### config.mk
export PLATFORM = sky130hd
export DESIGN_NAME = exe_mem_pipe_reg
export DESIGN_NICKNAME = d
export VERILOG_FILES = /design/src/rtl/exe_mem_pipe_reg.sv
export SDC_FILE = /design/constraint.sdc
export NUM_CORES = 1
export LEC_CHECK = 0
export BUFFER_PORTS_ARGS = -buffer_cell sky130_fd_sc_hd__buf_4
export CAP_MARGIN = 5
export CORE_ASPECT_RATIO = 1.1
export CORE_UTILIZATION = 56
export CTS_BUF_LIST = sky130_fd_sc_hd__clkbuf_16
export DETAILED_ROUTE_END_ITERATION = 10
export GPL_TIMING_DRIVEN = 1
export PLACE_DENSITY_LB_ADDON = 0.08
export SLEW_MARGIN = 10
export SYNTH_ARGS = -nofsm -noshare
export SYNTH_HDL_FRONTEND = slang
export SYNTH_SLANG_ARGS = --single-unit
### constraint.sdc
create_clock -name CLK -period 7.84 [get_ports CLK]
set_input_delay 0 -clock CLK [delete_from_list [all_inputs] [get_ports CLK]]
set_output_delay 0 -clock CLK [all_outputs]
set_load 0.01 [all_outputs]
### src/rtl/exe_mem_pipe_reg.sv
// EXE/MEM pipeline register with valid/ready handshake, synchronous flush and an
// optional two-entry skid buffer that keeps in_ready free of combinational paths.
//
// state    | meaning
// ---------+-----------------------------------------------------------
// ST_EMPTY | nothing held, outputs zero
// ST_ONE   | main register holds the output entry
// ST_FULL  | main holds the output entry, skid holds the next (older than any new input)
module exe_mem_pipe_reg #(
    parameter int DATA_W     = 32,
    parameter int REG_W      = 5,
    parameter int STATUS_W   = 8,
    parameter int MEM_CTRL_W = 3,
    parameter int WB_CTRL_W  = 2,
    parameter bit SKID_EN    = 1'b1
) (
    input  logic                  CLK,
    input  logic                  RST,
    input  logic                  flush,
    input  logic                  in_valid,
    output logic                  in_ready,
    input  logic [MEM_CTRL_W-1:0] in_mem_ctrl,
    input  logic [WB_CTRL_W-1:0]  in_wb_ctrl,
    input  logic [STATUS_W-1:0]   in_status,
    input  logic [DATA_W-1:0]     in_alu,
    input  logic [DATA_W-1:0]     in_rd2,
    input  logic [REG_W-1:0]      in_dst,
    input  logic [DATA_W-1:0]     in_branch,
    output logic                  out_valid,
    input  logic                  out_ready,
    output logic [MEM_CTRL_W-1:0] out_mem_ctrl,
    output logic [WB_CTRL_W-1:0]  out_wb_ctrl,
    output logic [STATUS_W-1:0]   out_status,
    output logic [DATA_W-1:0]     out_alu,
    output logic [DATA_W-1:0]     out_rd2,
    output logic [REG_W-1:0]      out_dst,
    output logic [DATA_W-1:0]     out_branch
);

    localparam int ENT_W = MEM_CTRL_W + WB_CTRL_W + STATUS_W + 3 * DATA_W + REG_W;

    typedef enum logic [1:0] {
        ST_EMPTY = 2'd0,
        ST_ONE   = 2'd1,
        ST_FULL  = 2'd2
    } state_t;

    state_t             state_q, state_d;
    logic [ENT_W-1:0]   main_q, main_d;
    logic [ENT_W-1:0]   skid_q, skid_d;
    logic               in_ready_q, in_ready_d;
    logic [ENT_W-1:0]   in_ent;
    logic               accept;
    logic               take;

    logic [MEM_CTRL_W-1:0] main_mem_ctrl;
    logic [WB_CTRL_W-1:0]  main_wb_ctrl;

    assign in_ent = {in_mem_ctrl, in_wb_ctrl, in_status, in_alu, in_rd2, in_dst, in_branch};

    assign out_valid = (state_q != ST_EMPTY);
    assign in_ready  = SKID_EN ? in_ready_q : (~out_valid | out_ready);
    assign accept    = in_valid & in_ready;
    assign take      = out_valid & out_ready;

    always_comb begin
        state_d = state_q;
        main_d  = main_q;
        skid_d  = skid_q;
        if (flush) begin
            // A simultaneous take has already completed downstream; only the held
            // entries and any incoming entry are discarded.
            state_d = ST_EMPTY;
            main_d  = '0;
            skid_d  = '0;
        end else begin
            case (state_q)
                ST_EMPTY: begin
                    if (accept) begin
                        main_d  = in_ent;
                        state_d = ST_ONE;
                    end
                end
                ST_ONE: begin
                    if (accept && take) begin
                        main_d = in_ent;
                    end else if (accept && SKID_EN) begin
                        skid_d  = in_ent;
                        state_d = ST_FULL;
                    end else if (take) begin
                        main_d  = '0;
                        state_d = ST_EMPTY;
                    end
                end
                ST_FULL: begin
                    if (take) begin
                        main_d  = skid_q;
                        skid_d  = '0;
                        state_d = ST_ONE;
                    end
                end
                default: begin
                    state_d = ST_EMPTY;
                    main_d  = '0;
                    skid_d  = '0;
                end
            endcase
        end
        in_ready_d = (state_d != ST_FULL);
    end

    always_ff @(posedge CLK or posedge RST) begin
        if (RST) begin
            state_q    <= ST_EMPTY;
            main_q     <= '0;
            skid_q     <= '0;
            in_ready_q <= 1'b1;
        end else begin
            state_q    <= state_d;
            main_q     <= main_d;
            skid_q     <= skid_d;
            in_ready_q <= in_ready_d;
        end
    end

    assign {main_mem_ctrl, main_wb_ctrl, out_status, out_alu, out_rd2, out_dst, out_branch} = main_q;

    // Control is gated as well as zero-stored so a bubble can never carry an enable.
    assign out_mem_ctrl = out_valid ? main_mem_ctrl : '0;
    assign out_wb_ctrl  = out_valid ? main_wb_ctrl  : '0;

endmodule

==> impl_metrics.ini <==
[outcome]
status = finished clean

[cts]
clk_pin_slew_ns = 0.06
cts_max_path_buffers = 3
numCtsBuffers = 25
cts_tree = done
h-tree-depth = 1
clock_latency_ns = 0.52
cts_root_buffer = clkbuf_16
clock-sinks = 231
post_cts_resized = 0

[global_routing]
antenna_found_initial = 1
grt_usage = 0.254
grt_max_degree = 115
grt-ovfl-total = 0
grt_pass1_wl_mm = 48.2
grt_pass1_vias = 9273

[logic_synthesis]
synth_cells = 1169
synth_compound_area_frac = 0.217
synth_nets = 1288
synth-simple-area-share = 0.114
synth.distinct_cells = 35
synthMuxAreaShare = 0.102
synth_top_family_by_area = compound AO/OA/AOI/OAI gates
yosysSeqAreaShare = 0.459
synth_ff_type = dfrtp_1
synth.largest_area_cell = dfrtp_1
yosysTopAreaCellShare = 0.457
async_reset_ff_frac = 1.00
synthXorXnorAreaFrac = 0
synthesis.area_um2 = 12600
synth.area.top_cells = dfrtp_1 (46%), a31o_1 (7.9%), mux2_1 (6.8%), nor3b_1 (6.8%), buf_4 (6.7%)
synthAdderAreaFrac = 0
synth_area_per_cell_um2 = 10.8
synth_edf_count = 0
yosys_warnings = 0
yosys-top-cells-count = dfrtp_1 (230), nor2_1 (115), a31o_1 (114), nor3b_1 (114), buf_4 (112)
synth.most_common_cell = dfrtp_1
ys_ff_latch = 231

[layout]
layout.nets = 1455
syn2layout_area_growth_pct = 22.2
layout-drive-gt1-share = 0.282

[power_and_ir_drop]
max-vdd-ir-drop_v = 0.000153
p_leak_nw = 6.80
power.density_nw_per_um2 = 196

[detailed_routing]
num_vias = 9389
ant_nets = 0
drtPass1Iterations = 4
drt_iter0_markers = 587
totalWireLength_mm = 29.6
wl_per_cell_um = 17.9
via_per_inst = 5.69
drc = 0

[placement]
pre_cts_slack_ns = 4.63
dpl.hpwl_mm = 16.5
gp_congestion = 0.744
port_buffers = 234

[sta]
tightest_slew_ns = 1.24
setup_tns_ns = 0
rsz0062_at_grt = false
setup_ws_ns = 4.55
fin_crit_ns = 3.29
slew_violations = 0
setup-violations-final = 0
final.period_utilization = 0.420
max_slew_margin = 0.174
max_freq_ghz = 0.304
finClkSkew_ns = 0.00836
hold_viol = 0

[critical_path]
r2r-end = main_q[20]$_DFFE_PP0P_
crit_path_start = state_q[1]$_DFF_PP0_
r2r_cells = 5
criticalPathCategory = reg2out
endpoint = out_mem_ctrl[2]
rrSetupSlack_ns = 4.56
critPathMaxFanout = 68
crit_required_ns = 7.84
arrival_ns = 3.29
crit_path_start_kind = flip-flop
crit_path_end_kind = primary output
reg2reg_from = state_q[0]$_DFF_PP0_

[die]
ios = 235
die_x_um = 145
coreArea_um2 = 22000
die_h_um = 159
start_util = 0.571
die_area_um2 = 23100
rows = 57

[min_path]
hold_path_class = in2reg

[flow_run]
maxCapViolations = 0
cells in the final DEF (no fill, tap or decap), types with 9 or more instances in the layout:
master / netlist / layout
a21oi_1: 87 / 86
a21oi_2: 29 / 29
a22oi_1: 85 / 85
a22oi_2: 29 / 29
a31o_1: 114 / 114
buf_4: 112 / 247
clkbuf_16: 0 / 25
dfrtp_1: 230 / 229
dlygate4sd3_1: 0 / 117
inv_1: 3 / 9
mux2_1: 76 / 76
mux2_2: 38 / 38
nor2_1: 115 / 115
nor3b_1: 114 / 114
worst min path at each step:
stage | to | slack [ns] | depth (start not counted) | from
global placement | main_q[32]$_DFFE_PP0P_ | 0.15 | 2 | RST
detailed placement | main_q[30]$_DFFE_PP0P_ | 0.14 | 2 | RST
global route | state_q[0]$_DFF_PP0_ | 0.06 | 5 | in_valid
CTS | state_q[0]$_DFF_PP0_ | 0.006 | 5 | in_valid
floorplan | skid_q[0]$_DFFE_PP0P_ | 0.14 | 1 | in_branch[0]
finish | state_q[0]$_DFF_PP0_ | 0.02 | 5 | in_valid
registers in the layout, indices dropped and copies added, names as in the netlist:
name and flops:
state_q 2, main_q 114, skid_q 114, in_ready 1
critical path: stages (launching register included):
cell and delay, ns:
dfrtp_4 0.51, buf_4 0.77, buf_4 0.70, nor2_1 0.35, nor2b_1 0.26, buf_4 0.16
through the flow:
step | cells | hold slack (ns) | instance area (um2) | util | power, mW
after global placement | 1487 | 0.151 | 13500 | 0.613 | 1.95
after detailed placement | 1487 | 0.145 | 13500 | 0.613 | 1.96
final | 1649 | 0.0207 | 15400 | 0.698 | 3.02
after floorplan | 1169 | 0.142 | 12600 | - | 1.80
after CTS | 1648 | 0.00639 | 15400 | 0.698 | 3.05
after global routing | 1649 | 0.0602 | 15400 | 0.698 | 3.16
layer usage:
metal  global-route usage  vias to the layer above  share of wire
met3               0.0372                       56          0.048
li1                     -                     4489              -
met5                    0                        -              0
met2                0.424                      231           0.49
met4               0.0870                        0          0.027
met1                0.339                     4613           0.44
logic make-up (layout without fill, tap and decap cells):
logic type / Yosys count / after routing
flops: 231 / 231
mux: 114 / 114
buf+inv: 227 / 411
other cells: 0 / 1
compound gates: 349 / 349
simple gates: 248 / 248
where the power goes:
part           total (mW)  switching, mW  internal (mW)
logic               0.626          0.328          0.298
clock network        1.04          0.467          0.574
registers            1.36         0.0622           1.29
what timing repair did:
action	4_1_cts	5_1_grt
hold buffers	117	0
buffers inserted	0	0
endpoints found under the hold margin	317	0
cell type report:
class | instances | area, um2
sequential | 231 | 5790
fill | 1664 | 6650
inverter | 3 | 18.8
tap | 295 | 369
antenna | 1 | 2.50
timing repair buffer | 364 | 3030
clock inverter | 19 | 81.3
clock buffer | 25 | 626
multi-input combinational | 711 | 5480
Note: power is estimated with default switching activity, not from simulation.
